===== src/rtl/ad9945_cfg_ctrl.sv =====
// rtl/ad9945_cfg_ctrl.sv - AD9945 shadow-register arbiter and serial-write sequencer
module ad9945_cfg_ctrl #(
  parameter int         XFER_CYCLES = 56,
  parameter int         INIT_DELAY  = 1024,
  parameter logic [6:0] DEF_OPER    = 7'h00,
  parameter logic [6:0] DEF_CTRL    = 7'h00,
  parameter logic [7:0] DEF_CLAMP   = 8'd128,
  parameter logic [9:0] DEF_GAIN    = 10'd0
) (
  input  logic        sys_clk,
  input  logic        sys_rst,
  input  logic        host_wr,
  input  logic [1:0]  host_sel,
  input  logic [9:0]  host_wdata,
  output logic        host_ack,
  input  logic        agc_req,
  input  logic [9:0]  agc_gain,
  output logic        agc_ack,
  input  logic        frame_sync,
  input  logic        sync_mode,
  output logic [6:0]  Oper,
  output logic [6:0]  Ctrl,
  output logic [7:0]  Clamp,
  output logic [9:0]  VGA_Gain,
  output logic        cfg_en,
  output logic        busy,
  output logic        cfg_done,
  output logic [15:0] cfg_count
);

  localparam int CNT_MAX = (INIT_DELAY > XFER_CYCLES) ? INIT_DELAY : XFER_CYCLES;
  localparam int CW      = $clog2(CNT_MAX + 1);

  typedef enum logic [2:0] {
    S_INIT_WAIT,
    S_IDLE,
    S_LOAD,
    S_PULSE,
    S_WAIT,
    S_DONE
  } state_t;

  state_t         state_q, state_d;
  logic [CW-1:0]  cnt_q, cnt_d;
  logic [6:0]     pend_oper_q, pend_oper_d;
  logic [6:0]     pend_ctrl_q, pend_ctrl_d;
  logic [7:0]     pend_clamp_q, pend_clamp_d;
  logic [9:0]     pend_gain_q, pend_gain_d;
  logic [6:0]     act_oper_q;
  logic [6:0]     act_ctrl_q;
  logic [7:0]     act_clamp_q;
  logic [9:0]     act_gain_q;
  logic           dirty_q, dirty_d;
  logic           sync_pend_q, sync_pend_d;
  logic           host_ack_q;
  logic           agc_ack_q;
  logic [15:0]    cfg_count_q, cfg_count_d;
  logic           host_gain_wr;
  logic           agc_take;
  logic           launch;

  // Host gain write beats the AGC; the AGC holds its request and retries.
  always_comb begin
    host_gain_wr = host_wr && (host_sel == 2'd3);
    agc_take     = agc_req && !host_gain_wr;
    pend_oper_d  = pend_oper_q;
    pend_ctrl_d  = pend_ctrl_q;
    pend_clamp_d = pend_clamp_q;
    pend_gain_d  = pend_gain_q;
    if (host_wr) begin
      case (host_sel)
        2'd0: pend_oper_d  = host_wdata[6:0];
        2'd1: pend_ctrl_d  = host_wdata[6:0];
        2'd2: pend_clamp_d = host_wdata[7:0];
        2'd3: pend_gain_d  = host_wdata;
      endcase
    end
    if (agc_take) begin
      pend_gain_d = agc_gain;
    end
    dirty_d = dirty_q;
    if (state_q == S_LOAD) begin
      dirty_d = 1'b0;
    end
    if (host_wr || agc_take) begin
      dirty_d = 1'b1;
    end
  end

  always_comb begin
    state_d = state_q;
    cnt_d   = '0;
    case (state_q)
      S_INIT_WAIT: begin
        if (cnt_q == CW'(INIT_DELAY - 1)) state_d = S_LOAD;
        else                              cnt_d   = cnt_q + 1'b1;
      end
      S_IDLE: begin
        if (dirty_q && (!sync_mode || frame_sync || sync_pend_q)) state_d = S_LOAD;
      end
      S_LOAD:  state_d = S_PULSE;
      S_PULSE: begin
        if (cnt_q == CW'(1)) state_d = S_WAIT;
        else                 cnt_d   = cnt_q + 1'b1;
      end
      S_WAIT: begin
        if (cnt_q == CW'(XFER_CYCLES - 1)) state_d = S_DONE;
        else                               cnt_d   = cnt_q + 1'b1;
      end
      S_DONE:  state_d = S_IDLE;
      default: state_d = S_INIT_WAIT;
    endcase

    launch      = (state_d == S_LOAD) && (state_q != S_LOAD);
    sync_pend_d = sync_pend_q;
    if (frame_sync && (state_q != S_IDLE)) sync_pend_d = 1'b1;
    if (launch)                            sync_pend_d = 1'b0;
    cfg_count_d = cfg_count_q;
    if (state_q == S_DONE) cfg_count_d = cfg_count_q + 16'd1;
  end

  always_ff @(posedge sys_clk or posedge sys_rst) begin
    if (sys_rst) begin
      state_q      <= S_INIT_WAIT;
      cnt_q        <= '0;
      pend_oper_q  <= DEF_OPER;
      pend_ctrl_q  <= DEF_CTRL;
      pend_clamp_q <= DEF_CLAMP;
      pend_gain_q  <= DEF_GAIN;
      act_oper_q   <= DEF_OPER;
      act_ctrl_q   <= DEF_CTRL;
      act_clamp_q  <= DEF_CLAMP;
      act_gain_q   <= DEF_GAIN;
      dirty_q      <= 1'b1;
      sync_pend_q  <= 1'b0;
      host_ack_q   <= 1'b0;
      agc_ack_q    <= 1'b0;
      cfg_count_q  <= 16'd0;
    end else begin
      state_q      <= state_d;
      cnt_q        <= cnt_d;
      pend_oper_q  <= pend_oper_d;
      pend_ctrl_q  <= pend_ctrl_d;
      pend_clamp_q <= pend_clamp_d;
      pend_gain_q  <= pend_gain_d;
      // Active set copies the pending set as it stood before this edge's writes.
      if (state_q == S_LOAD) begin
        act_oper_q  <= pend_oper_q;
        act_ctrl_q  <= pend_ctrl_q;
        act_clamp_q <= pend_clamp_q;
        act_gain_q  <= pend_gain_q;
      end
      dirty_q      <= dirty_d;
      sync_pend_q  <= sync_pend_d;
      host_ack_q   <= host_wr;
      agc_ack_q    <= agc_take;
      cfg_count_q  <= cfg_count_d;
    end
  end

  assign Oper      = act_oper_q;
  assign Ctrl      = act_ctrl_q;
  assign Clamp     = act_clamp_q;
  assign VGA_Gain  = act_gain_q;
  assign cfg_en    = (state_q == S_PULSE);
  assign busy      = (state_q != S_IDLE);
  assign cfg_done  = (state_q == S_DONE);
  assign cfg_count = cfg_count_q;
  assign host_ack  = host_ack_q;
  assign agc_ack   = agc_ack_q;

endmodule


===== config.mk =====
export PLATFORM = sky130hd
export DESIGN_NAME = ad9945_cfg_ctrl
export DESIGN_NICKNAME = d
export VERILOG_FILES = /design/src/rtl/ad9945_cfg_ctrl.sv
export SDC_FILE = /design/constraint.sdc
export NUM_CORES = 1
export LEC_CHECK = 0
export BUFFER_PORTS_ARGS = -buffer_cell sky130_fd_sc_hd__buf_2
export CAP_MARGIN = 15
export CORE_MARGIN = 2
export CORE_UTILIZATION = 56
export DETAILED_ROUTE_END_ITERATION = 7
export PLACE_DENSITY = 0.92
export SYNTH_ARGS = -nofsm -noshare
export SYNTH_HDL_FRONTEND = slang
export SYNTH_SLANG_ARGS = --single-unit

===== constraint.sdc =====
create_clock -name sys_clk -period 4.8 [get_ports sys_clk]
set_input_delay 0.48 -clock sys_clk [delete_from_list [all_inputs] [get_ports sys_clk]]
set_output_delay 0.48 -clock sys_clk [all_outputs]
set_load 0.02 [all_outputs]

# --- Yosys cells after proc, flatten, opt, wreduce, memory -nomap -nowiden ---
# Cells that the tools add are included.
totals:
  input_bits: 28
  register_bits: 98
  word_cells: 67
op_classes:
  n_reduce_logical: 20
  addsub: 2
  eq_ne: 14
  muxes: 16
op_table:
  columns: ["operator", "n"]
  rows:
  - ["2-to-1 mux 11 bit", 3]
  - ["case mux 11 bit (3 select lines)", 1]
  - ["2-to-1 mux 10 bit", 3]
  - ["case mux 3 bit (6 select lines)", 1]
  - ["adder 16 x 1 -> 16 bit (second input constant)", 1]
  - ["2-to-1 mux 3 bit", 4]
  - ["adder 11 x 1 -> 11 bit (second input constant)", 1]
  - ["== test 11 x 1 -> 1 bit (second input constant)", 1]
  - ["== test 11 x 10 -> 1 bit (second input constant)", 1]
  - ["== test 11 x 6 -> 1 bit (second input constant)", 1]
  - ["== test 3 x 2 -> 1 bit (second input constant)", 3]
  - ["AND reduction 2 bit", 4]
  - ["nonzero test 2 bit", 4]
  - ["== test 3 bit (second input constant)", 2]
  - ["logical AND 1 bit", 5]
  - ["== test 2 bit (second input constant)", 2]
  - ["2-to-1 mux 1 bit", 4]
  - ["== test 3 x 1 -> 1 bit (second input constant)", 1]
  - ["logical NOT 3 bit", 1]
  - ["logical OR 1 bit", 3]
  - ["!= test 3 x 1 -> 1 bit (second input constant)", 1]
  - ["!= test 3 x 2 -> 1 bit (second input constant)", 1]
  - ["== test 2 x 1 -> 1 bit (second input constant)", 1]
  - ["logical NOT 1 bit", 2]
  - ["logical NOT 2 bit", 1]

# --- Logic depth before layout (Yosys ltp) ---
depth:
  word_depth: 9
  depth_mapped: 6
  ltp_nobuf: 6

# --- Worst setup path after synthesis ---
# Ideal clock, no wire load.
synth_timing:
  path_type: "register to register"
  start: "register cnt_q[0]"
  end: "register cnt_q[2]"
  t_required_ns: 4.666
  n_path_buf: 0
  synth_period_minus_slack_ns: 1.731
  arrival_time_ns: 1.598
  stages_incl_launch_ff: 6
  path_slack_ns: 3.069
  cell_sequence: "dfrtp_1 -> ha_1 -> nand3_4 -> o41a_1 -> a211oi_4 -> nor2_1"
synth_via:
  elab_chain_cells: 3
  word_cells_on_any_way: 8
  classes_between: "add/sub (1); eq/ne (3); mux (4)"
synth_rtl:
  columns: ["element", "line_no", "rtl"]
  rows:
  - ["start, declared", "44", "logic [CW-1:0] cnt_q, cnt_d;"]
  - ["start signal, assigned", "141", "cnt_q <= cnt_d;"]
  - ["adder 11 x 1 -> 11 bit, or another cell as far along", "96, 104, 108", null]
  - ["2-to-1 mux 11 bit, on equally long branches", "107, 103, 95", null]
  - ["case mux 11 bit (3 select lines) *", "93", "case (state_q)"]
  - ["via cnt_d[2]", "44", null]
# The timed path passes the listed nets; every way through them passes the cells marked *.
# A chain may end at the register's enable or synchronous reset.

# --- Worst setup path after layout ---
layout_timing:
  start: "register state_q[0]"
  end: "output cfg_done"
layout_via:
  elab_chain_cells: 1
layout_rtl:
  columns: ["element", "line_no", "rtl"]
  rows:
  - ["start, declared", "43", "state_t state_q, state_d;"]
  - ["start signal, assigned", "140", "state_q <= state_d;"]
  - ["== test 3 bit", "167", "assign cfg_done = (state_q == S_DONE);"]
  - ["end, declared", "27", "output logic cfg_done,"]
# Every way passes these cells.

==> results.txt <==
The run finished with clean final reports. For this configuration, the core starts out at a cell density of 57.6%. Leaving out fill and tap cells, the most frequent cell in the layout is sky130_fd_sc_hd__dfrtp_1. The clock sink count is 98, and the total of cells resized after clock tree synthesis is 0.

The largest fanout of any net on the critical path is 11, and the share of synthesized registers carrying an async set or reset is 100%. Setup violations remaining at the end of the flow were counted as 0. The wire-length estimate of the detail-placed layout is 5710 microns. The count of nets left with antenna violations once routing finished came out at 0. 81 I/O pins were placed. The run gives 7210 sq um as the area of the core.

For the finished layout, the period the worst path requires is 2.10 ns. Of the synthesized area, sequential elements account for 59.1%. For this run the aggregate overflow at the end of global routing stands at 0. The number of antenna violations at the first check in global routing is 0. For this design the ratio of total power to cell area is 327 nW/um^2. The number of synthesized register bits was 98. TritonCTS built the clock tree. Total negative slack: 0 ns. Hold repair after CTS inserted 0 buffers.

The root buffer cell chosen for the clock tree is sky130_fd_sc_hd__clkbuf_8. Post-CTS setup buffer count: 0. The number of global-route vias before repair came out at 2,829. The critical path goes through and3b_1 -> buf_2. The worst setup path is launched from a flop.

Measured on the finished design, the core utilization comes to 67.6%. The die covers 8120 sq um. The analysis attributes to cell leakage a power of 0.00249 uW. The synthesized design spends more area on one cell type than any other, namely sky130_fd_sc_hd__dfrtp_1. The data required time of the critical path came out at 4.32 ns. The die is 90.1 microns wide.

Across all layers, the routed design uses 2,766 vias. Wires add up to 8240 microns. The tools report the clock latency on the worst-skew pair as 0.37 ns. By area the synthesized netlist is led by sky130_fd_sc_hd__dfrtp_1, sky130_fd_sc_hd__mux2_2, sky130_fd_sc_hd__xor2_1. For the final instance area, the log shows 4870 sq um. The cell area that synthesis handed to floorplanning was 4150 sq um. The logs give 31 for the number of core rows and 0 for the number of hold violations in the final report.

Input and output buffers added on the ports amount to 80. In this run the vertical extent of the chip is 90.1 microns. The path class of the tightest hold or removal check is primary input to async pin. The number of optimization iterations in the first detailed-route pass is 4, and the max-capacitance violation count is 0.

Global routing consumed, over all layers together, 21.5% of the routing resources. The post-route netlist has 40.6% of its cells at a drive strength greater than 1. The logs give 1.62 ns for the data arrival time of the critical path and 352 for the post-synthesis net count. Biggest cell delay along the critical path: 0.60 ns.

The run gives 505 as the post-route non-filler standard cell count. Library cell contributing the largest single delay on the critical path: sky130_fd_sc_hd__dfrtp_1. The detailed router finished its first iteration with 135 violations. Setup repair after global routing left no endpoint under its margin. CTS built an H-tree with a depth of 3.

For the final database, setup skew stands at 0.0150 ns. The run gives 13,800 microns as the global-route wire length before repair. The tools report the cell area after placement as 4640 sq um. In the routed design, unresolved DRC markers number 0. STA classifies the critical path endpoint as an output pin. After detailed routing, the average wire length per cell comes to 16.3 microns. Number of max-slew violations in the final report: 0. Post-layout net count: 432. The count of flip-flops with a built-in enable after synthesis is 0. Hold timing on the final database bottoms out at a slack of 0.273 ns. The maximum operating frequency came out at 0.477 GHz. Measured against its own limit, the worst slew margin works out to 35.7%. Of the available clock period, the critical path in the final layout requires 43.7%. For the pin with the worst max-slew slack, the measured transition is 0.962 ns.

Clock tree synthesis inserted a total of 9 buffers. The run gives 2 as the maximum count of clock buffers along a single path. The worst setup path is of the flop to output pin kind. Dividing the detail-routed via count by the number of cells gives 5.48. The run gives 489 as the placed cell count. The primary flip-flop cell chosen by synthesis mapping was sky130_fd_sc_hd__dfrtp_1. The number of warnings reported in the yosys synthesis log is 0, and the mean area per synthesized cell is 12.9 sq um. The area share of the largest cell type after synthesis came out at 57.2%. Entering global routing, the biggest net connects 58 pins. The run gives 272 uV as the maximum resistive drop on vdd. The growth of design area from synthesis to finish works out to 17.4%. Yosys mapped the design onto 42 distinct sky130hd cell types. The congestion estimate from routability-driven global placement came to 0.828.

Clock-pin slew was measured on the worst setup and hold paths at 0.10 ns. Leaving out fill and tap cells, the most frequent cells in the layout are sky130_fd_sc_hd__dfrtp_1, sky130_fd_sc_hd__buf_2, sky130_fd_sc_hd__mux2_2, sky130_fd_sc_hd__nand2_1, sky130_fd_sc_hd__nor2_1. Counting every instance in the synthesized netlist gives 321.

Measured in cells, the most critical reg-to-reg path has a length of 5. 0 antenna diodes ended up in the layout.
## registers in the layout, indices dropped and copies added, names as in the netlist
register and flops:
host_ack 1, Oper 7, VGA_Gain 10, state_q 3
sync_pend_q 1, Clamp 8, pend_gain_q 10, cfg_count 16
pend_ctrl_q 7, Ctrl 7, pend_clamp_q 8, agc_ack 1
dirty_q 1, pend_oper_q 7, cnt_q 11
## layout make-up
class                      instances  area [sq um]
inverter                           9          35.0
timing repair buffer              81           408
sequential                        98          2460
clock inverter                     7           111
multi-input combinational        202          1620
tap                               99           124
clock buffer                       9           124
fill                             546          2340
## routing by layer
layer / GRT usage [%] / vias up / wire (microns)
met5: 0 / - / 0
met3: 5.28 / 14 / 407
met4: 9.62 / 0 / 167
li1: - / 1285 / -
met2: 35.1 / 71 / 4050
met1: 27.5 / 1396 / 3620
## Yosys cell counts (all sizes together) (4+ instances only)
master   n
inv      9
nor3     6
nand3    7
o21ai   15
buf      7
clkbuf   5
nand3b   4
nand2   20
mux2    55
nor2    18
xnor2   10
mux2i   10
dfrtp   95
nand4    9
xor2    14
## where the power goes
group | internal, uW | switching, uW | leakage (uW) | total (uW)
registers | 872 | 22.2 | 0.00126 | 895
logic | 45.7 | 46.6 | 0.00111 | 92.4
clock network | 303 | 304 | 0.000117 | 607
## cells by family after synthesis
group,Yosys count,synth area share [%]
buf+inv,21,2.11
simple gates,82,11.0
mux,65,17.3
xor+xnor,24,5.06
fa+ha+maj,3,0.904
flops,98,59.1
compound gates,28,4.43
## path summary, 6_finish.rpt
path	from	to	slack [ns]
worst max-delay path	state_q[0]$_DFF_PP0_	cfg_done	2.70
worst min-delay path	sys_rst	sync_pend_q$_DFFE_PP0P_	0.27
worst max register to register	cnt_q[0]$_DFF_PP0_	cnt_q[5]$_DFF_PP0_	2.79
worst min register to register	cfg_count[15]$_DFFE_PP0N_	cfg_count[15]$_DFFE_PP0N_	0.46
max in group asynchronous	sys_rst	cnt_q[4]$_DFF_PP0_	3.48
min in group sys_clk	host_wr	host_ack$_DFF_PP0_	0.28
## critical path: cells and delay by family (launching register included)
kind          cells  cell delay, ns
buf+inv           1            0.23
flops             1            0.60
simple gates      1            0.42
## stage by stage
step / setup WS (ns) / power, uW
after floorplan: 1.76 / 966
after global placement: 2.87 / 996
after detailed placement: 2.83 / 1000
after CTS: 2.69 / 1610
after global routing: 2.64 / 1660
final: 2.70 / 1590
No activity file was read; power rests on OpenSTA's default activity.
